<file path="src/rtl/leg_fetch_unit_if.sv">
// Bus bundle between the LEG fetch unit, its program memory and the decode stage.
// The master side belongs to the fetch unit; the slave side is the memory/decode environment.
interface leg_fetch_unit_if #(
    parameter int PC_WIDTH = 8
);
    logic [PC_WIDTH-1:0] mem_addr;
    logic                mem_rd;
    logic [7:0]          mem_data;
    logic [7:0]          instr_opcode;
    logic [7:0]          instr_arg1;
    logic [7:0]          instr_arg2;
    logic [7:0]          instr_dest;
    logic [PC_WIDTH-1:0] instr_pc;
    logic                instr_valid;
    logic                instr_ready;
    logic                jump_valid;
    logic [PC_WIDTH-1:0] jump_target;

    modport master (
        output mem_addr, mem_rd,
        input  mem_data,
        output instr_opcode, instr_arg1, instr_arg2, instr_dest, instr_pc, instr_valid,
        input  instr_ready,
        input  jump_valid, jump_target
    );

    modport slave (
        input  mem_addr, mem_rd,
        output mem_data,
        input  instr_opcode, instr_arg1, instr_arg2, instr_dest, instr_pc, instr_valid,
        output instr_ready,
        output jump_valid, jump_target
    );
endinterface

</file>
<file path="src/rtl/leg_fetch_unit.sv">
// LEG instruction fetch: reads four bytes from a 1-cycle-latency byte memory,
// holds them for the decoder behind a valid/ready handshake, and redirects on jumps.
module leg_fetch_unit #(
    parameter int                  PC_WIDTH = 8,
    parameter logic [PC_WIDTH-1:0] RESET_PC = '0
) (
    input  logic            clk,
    input  logic            rst,
    leg_fetch_unit_if.master bus
);
    typedef enum logic [1:0] {
        FETCH = 2'd0,
        DRAIN = 2'd1,
        VALID = 2'd2
    } state_t;

    state_t              state_q, state_nxt;
    logic [PC_WIDTH-1:0] pc_q, pc_nxt;
    logic [1:0]          idx_q, idx_nxt;
    logic [7:0]          opcode_q, arg1_q, arg2_q, dest_q;
    logic [PC_WIDTH-1:0] ipc_q;
    logic                accept;

    assign accept = (state_q == VALID) && bus.instr_ready;

    always_ff @(posedge clk) begin
        if (rst) begin
            state_q <= FETCH;
            pc_q    <= RESET_PC;
            idx_q   <= 2'd0;
        end else begin
            state_q <= state_nxt;
            pc_q    <= pc_nxt;
            idx_q   <= idx_nxt;
        end
    end

    always_comb begin
        state_nxt = state_q;
        pc_nxt    = pc_q;
        idx_nxt   = idx_q;
        case (state_q)
            FETCH: begin
                idx_nxt = idx_q + 2'd1;
                if (idx_q == 2'd3) state_nxt = DRAIN;
            end
            DRAIN: begin
                idx_nxt   = 2'd0;
                state_nxt = VALID;
            end
            VALID: begin
                if (accept) begin
                    pc_nxt    = pc_q + PC_WIDTH'(4);
                    idx_nxt   = 2'd0;
                    state_nxt = FETCH;
                end
            end
            default: begin
                idx_nxt   = 2'd0;
                state_nxt = FETCH;
            end
        endcase
        // A redirect overrides everything, including the pc+4 of a same-cycle accept.
        if (bus.jump_valid) begin
            pc_nxt    = bus.jump_target;
            idx_nxt   = 2'd0;
            state_nxt = FETCH;
        end
    end

    // The byte on mem_data belongs to the read issued with idx-1; idx=0 never captures,
    // which drops any read left in flight by a jump, accept or reset.
    always_ff @(posedge clk) begin
        if (rst) begin
            opcode_q <= 8'd0;
            arg1_q   <= 8'd0;
            arg2_q   <= 8'd0;
            dest_q   <= 8'd0;
            ipc_q    <= RESET_PC;
        end else if (state_q == DRAIN) begin
            dest_q <= bus.mem_data;
            ipc_q  <= pc_q;
        end else if (state_q == FETCH) begin
            case (idx_q)
                2'd1:    opcode_q <= bus.mem_data;
                2'd2:    arg1_q   <= bus.mem_data;
                2'd3:    arg2_q   <= bus.mem_data;
                default: ;
            endcase
        end
    end

    assign bus.mem_rd       = (state_q == FETCH) && !rst;
    assign bus.mem_addr     = pc_q + PC_WIDTH'(idx_q);
    assign bus.instr_valid  = (state_q == VALID);
    assign bus.instr_opcode = opcode_q;
    assign bus.instr_arg1   = arg1_q;
    assign bus.instr_arg2   = arg2_q;
    assign bus.instr_dest   = dest_q;
    assign bus.instr_pc     = ipc_q;
endmodule
</file>
<file path="src/flat_wrapper.sv">
// flat-port wrapper written by rule: the top's interface ports become plain ports
module leg_fetch_unit_flat 
#(
    parameter int                  PC_WIDTH = 8,
    parameter logic [PC_WIDTH-1:0] RESET_PC = '0
)
  (clk, rst, bus_mem_addr, bus_mem_rd, bus_mem_data, bus_instr_opcode, bus_instr_arg1, bus_instr_arg2, bus_instr_dest, bus_instr_pc, bus_instr_valid, bus_instr_ready, bus_jump_valid, bus_jump_target);
  leg_fetch_unit_if #(.PC_WIDTH(PC_WIDTH)) bus_i ();
  input  logic clk;
  input  logic rst;
  output wire logic [$bits(bus_i.mem_addr)-1:0] bus_mem_addr;
  output wire logic [$bits(bus_i.mem_rd)-1:0] bus_mem_rd;
  input wire logic [$bits(bus_i.mem_data)-1:0] bus_mem_data;
  output wire logic [$bits(bus_i.instr_opcode)-1:0] bus_instr_opcode;
  output wire logic [$bits(bus_i.instr_arg1)-1:0] bus_instr_arg1;
  output wire logic [$bits(bus_i.instr_arg2)-1:0] bus_instr_arg2;
  output wire logic [$bits(bus_i.instr_dest)-1:0] bus_instr_dest;
  output wire logic [$bits(bus_i.instr_pc)-1:0] bus_instr_pc;
  output wire logic [$bits(bus_i.instr_valid)-1:0] bus_instr_valid;
  input wire logic [$bits(bus_i.instr_ready)-1:0] bus_instr_ready;
  input wire logic [$bits(bus_i.jump_valid)-1:0] bus_jump_valid;
  input wire logic [$bits(bus_i.jump_target)-1:0] bus_jump_target;
  assign bus_mem_addr = bus_i.mem_addr;
  assign bus_mem_rd = bus_i.mem_rd;
  assign bus_i.mem_data = bus_mem_data;
  assign bus_instr_opcode = bus_i.instr_opcode;
  assign bus_instr_arg1 = bus_i.instr_arg1;
  assign bus_instr_arg2 = bus_i.instr_arg2;
  assign bus_instr_dest = bus_i.instr_dest;
  assign bus_instr_pc = bus_i.instr_pc;
  assign bus_instr_valid = bus_i.instr_valid;
  assign bus_i.instr_ready = bus_instr_ready;
  assign bus_i.jump_valid = bus_jump_valid;
  assign bus_i.jump_target = bus_jump_target;
  leg_fetch_unit #(.PC_WIDTH(PC_WIDTH), .RESET_PC(RESET_PC)) u_core (.clk(clk), .rst(rst), .bus(bus_i));
endmodule
</file>
<file path="config.mk">
export PLATFORM = sky130hd
export DESIGN_NAME = leg_fetch_unit_flat
export DESIGN_NICKNAME = d
export VERILOG_FILES = /design/src/rtl/leg_fetch_unit_if.sv /design/src/rtl/leg_fetch_unit.sv /design/src/flat_wrapper.sv
export SDC_FILE = /design/constraint.sdc
export NUM_CORES = 1
export LEC_CHECK = 0
export BUFFER_PORTS_ARGS = -buffer_cell sky130_fd_sc_hd__buf_2
export CAP_MARGIN = 5
export CORE_ASPECT_RATIO = 0.8
export CORE_MARGIN = 3
export CORE_UTILIZATION = 54
export DETAILED_ROUTE_END_ITERATION = 7
export PLACE_DENSITY = 0.88
export RECOVER_POWER = 25
export SYNTH_ARGS = -nofsm -noshare
export SYNTH_HDL_FRONTEND = slang
export SYNTH_SLANG_ARGS = --single-unit
</file>
<file path="constraint.sdc">
create_clock -name clk -period 3.8 [get_ports clk]
set_input_delay 0.38 -clock clk [delete_from_list [all_inputs] [get_ports clk]]
set_output_delay 0.38 -clock clk [all_outputs]
set_load 0.05 [all_outputs]
</file>
==> results of run 1 <==
## per-layer routing
layer  global-route usage, %  part of all wire, %  vias to the layer above
li1                        -                    -                      911
met1                    30.1                   45                      871
met2                    34.8                   47                       60
met3                    5.19                  7.0                        7
met4                    6.11                  1.0                        0
met5                       0                    0                        -
## cell usage after synthesis (2+ instances only)
library cell | instances | share of area, %
xor2_1 | 5 | 2.0
clkbuf_1 | 9 | 1.6
nor2b_1 | 2 | 0.58
a21oi_1 | 19 | 4.4
nand2b_1 | 2 | 0.58
nand2_1 | 36 | 6.2
or3_1 | 2 | 0.58
nor3b_1 | 4 | 1.4
nor3_1 | 3 | 0.69
buf_2 | 10 | 2.3
a311oi_1 | 3 | 1.2
dfxtp_1 | 52 | 48
mux2i_1 | 27 | 12
nor2_1 | 34 | 5.9
inv_1 | 4 | 0.69
ha_1 | 6 | 3.5
nor4_1 | 2 | 0.58
nand3_1 | 3 | 0.69
a211oi_1 | 3 | 1.0
o21ai_0 | 2 | 0.46
xnor2_1 | 3 | 1.2
## area by class of cell
type / instances / area share, %
multi-input cells: 164 / 39.3
clock buffers: 7 / 3.68
well taps: 52 / 2.48
repair buffers: 73 / 13.1
inverters: 4 / 0.573
clock inverters: 1 / 1.15
flip-flops and latches: 52 / 39.7
## kinds of logic (layout without fill, tap and decap cells)
logic type / after synthesis / in the layout
AO/OA/AOI/OAI: 29 / 29
XOR/XNOR: 8 / 8
adder cells (fa/ha/maj): 7 / 7
buffers and inverters: 23 / 85
flip-flops: 52 / 52
multiplexers: 27 / 27
AND/OR/NAND/NOR: 93 / 93
## state kept, by name, summed over array words and instances, names as in the netlist
signal	cells
u_core.bus.instr_arg1	8
u_core.bus.instr_arg2	8
u_core.bus.instr_dest	8
u_core.bus.instr_opcode	8
u_core.bus.instr_pc	8
u_core.pc_q	8
u_core.idx_q	2
u_core.state_q	2
## final timing paths
kind	slack, ns	end	cells past startpoint	from
setup / recovery	1.50	bus_mem_addr[6]	5	u_core.idx_q[0]
hold / removal	0.32	u_core.pc_q[1]	3	bus_jump_target[1]
setup reg to reg	1.87	u_core.bus.instr_pc[0]	3	u_core.state_q[0]
hold reg to reg	0.46	u_core.bus.instr_dest[2]	2	u_core.bus.instr_dest[2]
## through the flow
| step | hold slack (ns) | worst slack [ns] | instances | power, mW | utilization (%) |
|---|---|---|---|---|---|
| 6_report | 0.322 | 1.50 | 353 | 1.11 | 72.0 |
| 5_1_grt | 0.340 | 1.40 | 353 | 1.15 | 72.0 |
| 4_1_cts | 0.322 | 1.49 | 353 | 1.12 | 72.9 |
| 3_5_place_dp | 0.444 | 1.82 | 345 | 0.721 | 69.4 |
| 3_3_place_gp | 0.438 | 1.85 | 345 | 0.718 | 69.4 |
| 2_1_floorplan | 0.448 | 1.61 | 239 | 0.682 | - |
## worst register-to-register path, stage by stage, from the launching register on
cell     delay, ns
dfxtp_1       0.57
nor2b_1       0.99
nand2_1       0.12
a21oi_1       0.16
## where the power goes
| group | switching [mW] | internal, mW |
|---|---|---|
| registers | 0.0156 | 0.558 |
| clock network | 0.169 | 0.232 |
| logic | 0.0952 | 0.0381 |
==> run summary, run 1 <==
status: finished with violations
failing checks: capacitance limit, slew limit
post-CTS setup buffers: 0
DR WL/cell: 14.3 um
Final ANT Viol Nets: 0
cell area after layout: 0.00262 sq mm
vias per inst: 5.24
CP max stage cell: fa_1
sequential element share of the synthesized area: 48.0%
post-synthesis register bit count: 52
Die Span X: 76.8 um
largest net degree at the start of global routing: 38
I/O pins: 70
first-pass GRT wire length: 8.64 mm
Final #Nets: 327
Max-slew headroom: -6.02%
Setup Skew: 0.00837 ns
Post-Syn Area: 0.00217 sq mm
Mapped Avg Cell Area: 9.07 sq um
die area: 0.00482 sq mm
commonest cells after routing, fill and taps aside: dfxtp_1 (52), buf_2 (47), nand2_1 (36), nor2_1 (34), mux2i_1 (27)
largest family of logic cells by synthesized area: simple AND/OR/NAND/NOR gates
clock slew at reported path FFs: 0.09 ns
period utilization: 60.6%
I/O Buffers: 69
gr ovfl total: 0
Worst-Margin Slew: 1.59 ns
core box area: 0.00364 sq mm
CTS tree: done
Final HPWL DP: 3.65 mm
CP Max Fanout: 6
clock buffer depth: 2
Post-Synthesis Cells: 239
delay-heaviest family, CP: adder cells
ANT cells: 0
Peak Freq: 0.434 GHz
H-tree depth: 2
CTS Hold Buffers Added: 0
setup TNS: 0 ns
leakage: 1.09 nW
clk_lat worst skew: 0.30 ns
YS warnings: 0
DRT iter0 DRCs: 176
CP Launch Type: flop
TritonRoute pass-1 iters: 4
VDD IR max: 0.000319 V
vias: 1849
max-slew violations: 38
setup violators final: 0
GPL Wtd Cong: 0.812
distinct cell type count after synthesis: 29
Die Ht: 62.7 um
Critical Path End Type: primary output
mux cell area share after synthesis: 12.5%
Root Buffer Master: clkbuf_8
final-layout fill cell count: 301
commonest non-fill, non-tap cell in the layout: dfxtp_1
CP bufs+invs: 1
post-synthesis compound-gate area fraction: 7.85%
PD cells: 423 mW/mm^2
post-CTS sizing: 0
vias in the first global route: 1756
max incr delay on CP: 0.48 ns
cell row count: 19
Post-synth top flop: dfxtp_1
DRC violations left: 0
CTS sink count: 52
final wirelength: 5.04 mm
Cell Chain, Critical Path: ha_1 > fa_1 > nand4_1 > xnor2_1 > buf_2
Net Count, Synth: 266
Critical Path RT: 3.42 ns
fraction of layout cells with a size suffix above 1: 19.6%
Synth Area in Adders: 4.39%
cts bufs inserted: 5
multi-input logic area: 0.00103 sq mm
MaxCap Viol Count: 1
Worst Setup Path Type: flop to primary output
Synth Area in XOR/XNOR: 3.23%
WP data arrival: 1.92 ns
Initial Util: 59.6%
FF/Latch Area: 0.00104 sq mm
Synth Area in Simple Gates: 19.5%
GRT Total Usage: 22.0%
Placed Area: 0.00252 sq mm
Post-synth EDFFs: 0
Synth-to-Final Area Change: 20.8%
Async SR Flop Fraction: 0%
Hold Fails Final Rpt: 0
Hold WC Path Type: input pin to flop
setup repair after global routing missed its margin: no
initial antenna violation count: 0
Final Critical Period: 2.30 ns
Power figures use the tool's default switching activity.
==> inputs of run 2 (changes only) <==
Settings changed: CORE_UTILIZATION 54 to 45, PLACE_DENSITY 0.88 to 0.79.
Clock period 3.8 ns to 1.9 ns, I/O delays scaled along.
==> run 2 against run 1 <==
Compared with the run above:
- the flow now finishes without violations
- utilization shrank 7.9 points
- sequential power grew 100%
- combinational power grew 130%
- final area grew 8.1%
- cell count grew 4.8%
- power grew 98%
- routed wire length grew 4.7%
- sequential cell count is the same
- non-clock buffer count grew 12
- hold slack lost 0.18 ns
- sequential share of layout area shrank 2.7 points
- critical endpoint unchanged
- highest routed layer unchanged
==> run summary, run 2 (synthesis gave the netlist of run 1 again) <==
final wirelength: 5.28 mm (+4.7%)
initial antenna violation count: 0 (unchanged)
internal power: 1.61 mW (+94%)
cts bufs inserted: 5 (unchanged)
final-layout fill cell count: 363 (+21%)
Final ANT Viol Nets: 0 (unchanged)
Critical Path RT: 1.71 ns (-1.71 ns)
GR Util met3: 5.05% (-0.13 points)
Worst-Margin Slew: 0.386 ns (-1.20 ns)
Hold Fails Final Rpt: 0 (unchanged)
Critical Path End Type: primary output
CTS sink count: 52 (unchanged)
clock slew at reported path FFs: 0.09 ns (about the same)
die area: 0.00569 sq mm (+18%)
max-slew violations: 0 (-100%)
Worst Setup Path Type: flop to primary output
Die Span X: 83.6 um (+8.8%)
Gate power share: 13.9% (+1.9 points)
MaxCap Viol Count: 0 (-1)
Non-Filler Instances: 370 (+4.8%)
Max-slew headroom: 74.2% (+80 points)
Final Critical Period: 1.87 ns
commonest cells after routing, fill and taps aside: buf_2 (64), dfxtp_1 (48), nand2_1 (36), nor2_1 (34), mux2i_1 (27)
setup violators final: 0 (unchanged)
PD cells: 775 mW/mm^2 (+83%)
CTS Hold Buffers Added: 0 (unchanged)
GPL Wtd Cong: 0.858 (+5.6%)
period utilization: 98.6%
first-pass GRT wire length: 8.29 mm (-4.1%)
clk_lat worst skew: 0.29 ns (about the same)
commonest non-fill, non-tap cell in the layout: buf_2
leakage: 1.27 nW (+16%)
Final HPWL DP: 3.79 mm (+3.7%)
Root Buffer Master: clkbuf_8
CP Max Fanout: 3 (-3)
DR WL/cell: 14.3 um (-0.11%)
cell row count: 21 (+2)
largest net degree at the start of global routing: 33 (-13%)
Reg power frac: 52.2% (+0.5 points)
clock buffer depth: 2 (unchanged)
I/O Buffers: 69 (unchanged)
H-tree depth: 2 (unchanged)
vias in the first global route: 1689 (-3.8%)
status: completed
vias: 1871 (+1.2%)
Clock power frac: 33.9% (-2.3 points)
most crowded layer after global routing: met1
Setup Skew: 0.00446 ns (-0.00390 ns)
setup repair after global routing missed its margin: yes
Net Sw Frac: 26.7% (+1.4 points)
core box area: 0.00441 sq mm (+21%)
met1 Usage GRT: 27.7% (-2.4 points)
Layout Utilization: 64.1% (-7.9 points)
Final #Nets: 339 (+3.7%)
VDD IR max: 0.000426 V (+34%)
Initial Util: 49.1% (-10 points)
Peak Freq: 0.534 GHz
WP data arrival: 1.68 ns (-0.24 ns)
setup TNS: 0 ns (unchanged)
met2 GRT Util: 25.7% (-9.1 points)
vias per inst: 5.06 (-3.5%)
total power: 2.19 mW (+98%)
DRT iter0 DRCs: 134 (-24%)
ANT cells: 0 (unchanged)
CTS tree: done
Hold WC Path Type: input pin to flop
GRT Total Usage: 18.4% (-3.6 points)
gr ovfl total: 0 (unchanged)
DRC violations left: 0 (unchanged)
fraction of layout cells with a size suffix above 1: 34.5% (+15 points)
I/O pins: 70 (unchanged)
NetSw: 585 uW (+110%)
Die Ht: 68.1 um (+8.6%)
Synth-to-Final Area Change: 30.6%
CP Launch Type: flop
TritonRoute pass-1 iters: 4 (unchanged)
Placed Instances: 358 (+3.8%)
-- run 2: cell type report --
cell class / instances / area [sq um] / share of cell area [%]
sequential: 52 / 1050 / 37.0
multi-input combinational: 164 / 1100 / 38.8
clock buffer: 5 / 68.8 / 2.43
inverter: 4 / 15.0 / 0.530
tap: 57 / 71.3 / 2.52
clock inverter: 3 / 42.5 / 1.50
timing repair buffer: 85 / 485 / 17.1
-- run 2: worst max-delay path, stage by stage (launching register included) --
cell	delay, ns
dfxtp_2	0.35
ha_4	0.17
fa_2	0.42
nand4_1	0.14
xnor2_2	0.13
buf_6	0.18
-- run 2: timing repair --
item,4_1_cts,5_1_grt
setup endpoints to repair,6,6
pin swaps,2,3
setup buffers,0,4
resized for setup,9,10
-- run 2: path summary, 6_finish.rpt --
check	slack [ns]	startpoint	to	cells after the start
worst min-delay path	0.14	bus_jump_target[1]	u_core.pc_q[1]	3
worst min register to register	0.46	u_core.bus.instr_dest[2]	u_core.bus.instr_dest[2]	2
worst max-delay path	0.03	u_core.pc_q[0]	bus_mem_addr[6]	5
worst max register to register	0.24	u_core.idx_q[1]	u_core.bus.instr_opcode[5]	8
-- run 2: power groups by stage --
stage / registers, mW / clock network, mW / logic, mW
final: 1.15 / 0.744 / 0.304
after floorplan: 1.21 / 0 / 0.157
after detailed placement: 1.17 / 0 / 0.285
after global placement: 1.17 / 0 / 0.283
after global routing: 1.15 / 0.811 / 0.327
after CTS: 1.14 / 0.754 / 0.293
-- run 2: metrics by stage --
stage | hold WS, ns | worst slack (ns) | instance area (sq um)
floorplan | 0.326 | 0.00577 | 2190
global placement | 0.438 | 0.151 | 2620
detailed placement | 0.444 | 0.116 | 2620
CTS | 0.137 | -0.00141 | 2750
global route | 0.148 | -0.0284 | 2830
finish | 0.137 | 0.0270 | 2830
-- run 2: per-layer routing --
metal,wire [um],vias up
li1,-,944
met1,2580,866
met2,2330,56
met3,336,5
met4,31,0
met5,0,-
==> inputs of run 3 (changes only) <==
Settings changed: CELL_PAD_IN_SITES_DETAIL_PLACEMENT from default to 0, CELL_PAD_IN_SITES_GLOBAL_PLACEMENT from default to 1, CORE_UTILIZATION 45 to 33.
==> run 3 against run 2 <==
Compared with the run above:
- maximum frequency grew 1.9%
- clock power grew 36%
- combinational power shrank 3%
- non-clock buffer count shrank 5
- highest routed layer unchanged
- critical path depth is the same
==> run summary, run 3 (synthesis gave the netlist of run 1 again) <==
fraction of layout cells with a size suffix above 1: 25.6% (-8.9 points)
DRT iter0 DRCs: 49 (-63%)
H-tree depth: 2 (unchanged)
Die Span X: 96.6 um (+16%)
final wirelength: 5.43 mm (+2.7%)
commonest cells after routing, fill and taps aside: dfxtp_1 (49), buf_2 (41), nand2_1 (36), nor2_1 (34), mux2i_1 (27)
cts bufs inserted: 5 (unchanged)
Setup Skew: 0.00594 ns (+0.00147 ns)
period utilization: 96.7% (-1.9 points)
Initial Util: 35.4% (-14 points)
post-CTS setup buffers: 0 (unchanged)
DR WL/cell: 13.9 um (-2.3%)
I/O Buffers: 69 (unchanged)
Placed Area: 0.00265 sq mm (+1.1%)
MaxCap Viol Count: 0 (unchanged)
Critical Path End Type: primary output
CTS Hold Buffers Added: 0 (unchanged)
cell row count: 25 (+19%)
CP Launch Type: flop
Placed Instances: 381 (+6.4%)
largest net degree at the start of global routing: 38 (+15%)
clk_lat worst skew: 0.30 ns (about the same)
Worst Setup Path Type: flop to primary output
cell area after layout: 0.00284 sq mm (+0.35%)
clock buffer depth: 2 (unchanged)
Net Sw Frac: 23.8% (-2.9 points)
Hold Fails Final Rpt: 0 (unchanged)
setup violators final: 0 (unchanged)
Synth-to-Final Area Change: 31.0%
Final HPWL DP: 3.96 mm (+4.5%)
WP data arrival: 1.65 ns (-0.03 ns)
I/O pins: 70 (unchanged)
Non-Filler Instances: 389 (+5.1%)
R2R Setup Slk: 0.34 ns (+0.10 ns)
setup repair after global routing missed its margin: yes
multi-input logic area: 0.00110 sq mm (+0.46%)
Root Buffer Master: clkbuf_8
CP max stage cell: fa_2
Layout Utilization: 46.3% (-18 points)
Reg power frac: 46.7% (-5.5 points)
CTS tree: done
first-pass GRT wire length: 8.79 mm (+6.1%)
FF/Latch Area: 0.00104 sq mm (-0.36%)
NetSw: 586 uW (about the same)
Clock power frac: 41.3% (+7.4 points)
Cell Chain, Critical Path: ha_4 > fa_2 > nand4_1 > xnor2_2 > buf_6
PD cells: 865 mW/mm^2 (+12%)
Max-slew headroom: 50.0% (-24 points)
GPL Wtd Cong: 0.760 (-11%)
CTS sink count: 52 (unchanged)
Peak Freq: 0.544 GHz (+1.9%)
CP Max Fanout: 3 (unchanged)
Gate power share: 12.0% (-1.9 points)
final-layout fill cell count: 646 (+78%)
Die Ht: 78.5 um (+15%)
clock slew at reported path FFs: 0.09 ns (about the same)
commonest non-fill, non-tap cell in the layout: dfxtp_1
VDD IR max: 0.000351 V (-18%)
Worst-Margin Slew: 0.749 ns (+0.363 ns)
TritonRoute pass-1 iters: 4 (unchanged)
max-slew violations: 0 (unchanged)
vias per inst: 4.63 (-8.4%)
GRT Total Usage: 14.2% (-4.2 points)
vias in the first global route: 1750 (+3.6%)
ANT cells: 0 (unchanged)
total power: 2.46 mW (+12%)
gr ovfl total: 0 (unchanged)
Hold WC Path Type: input pin to flop
DRC violations left: 0 (unchanged)
leakage: 1.16 nW (-8.5%)
Critical Path RT: 1.71 ns (about the same)
max incr delay on CP: 0.39 ns (-0.03 ns)
Final ANT Viol Nets: 0 (unchanged)
internal power: 1.87 mW (+16%)
core box area: 0.00613 sq mm (+39%)
die area: 0.00759 sq mm (+33%)
Final #Nets: 334 (-1.5%)
vias: 1802 (-3.7%)
status: completed
Final Critical Period: 1.84 ns (-0.0353 ns)
initial antenna violation count: 0 (unchanged)
-- run 3: metrics by stage --
stage	setup TNS (ns)	hold WS, ns	worst slack [ns]
CTS	0	0.132	0.0298
floorplan	0	0.326	0.00577
global placement	0	0.441	0.138
finish	0	0.137	0.0623
global route	-0.0234	0.158	-0.0140
detailed placement	0	0.445	0.123
-- run 3: final cells by class --
cell class              count  share of cell area, %
multi-input cells         164                   38.9
clock inverters             3                   3.17
flip-flops and latches     52                   36.8
inverters                   4                  0.528
clock buffers               5                   2.42
well taps                  81                   3.57
repair buffers             80                   14.7
-- run 3: timing repair --
action	4_1_cts	5_1_grt
resized for setup	11	6
pin swaps	2	0
setup endpoints to repair	6	5
endpoints found under the hold margin	0	0
-- run 3: power groups by stage --
stage / combinational [mW] / clock, mW / sequential, mW
after global routing: 0.317 / 1.08 / 1.15
after CTS: 0.295 / 1.04 / 1.14
after floorplan: 0.157 / 0 / 1.21
final: 0.295 / 1.01 / 1.15
after detailed placement: 0.285 / 0 / 1.17
after global placement: 0.285 / 0 / 1.17
-- run 3: path summary, 6_finish.rpt --
kind,from,to,cells past startpoint
setup / recovery,u_core.pc_q[0],bus_mem_addr[6],5
setup reg to reg,u_core.state_q[0],u_core.pc_q[7],3
hold reg to reg,u_core.bus.instr_dest[2],u_core.bus.instr_dest[2],2
hold / removal,bus_jump_target[1],u_core.pc_q[1],3
-- run 3: metal layers --
layer,up-vias,routed length (um),global-route usage [%]
met5,-,0,0
met1,829,2760,20.6
li1,934,-,-
met2,37,2380,21.2
met3,2,247,2.93
met4,0,38,4.21
-- run 3: worst max-delay path, delay by kind of cell (launching register included) --
family        cells  cell delay, ns
flops             1            0.35
buf+inv           1            0.18
simple gates      1            0.13
fa+ha+maj         2            0.57
xor+xnor          1            0.13
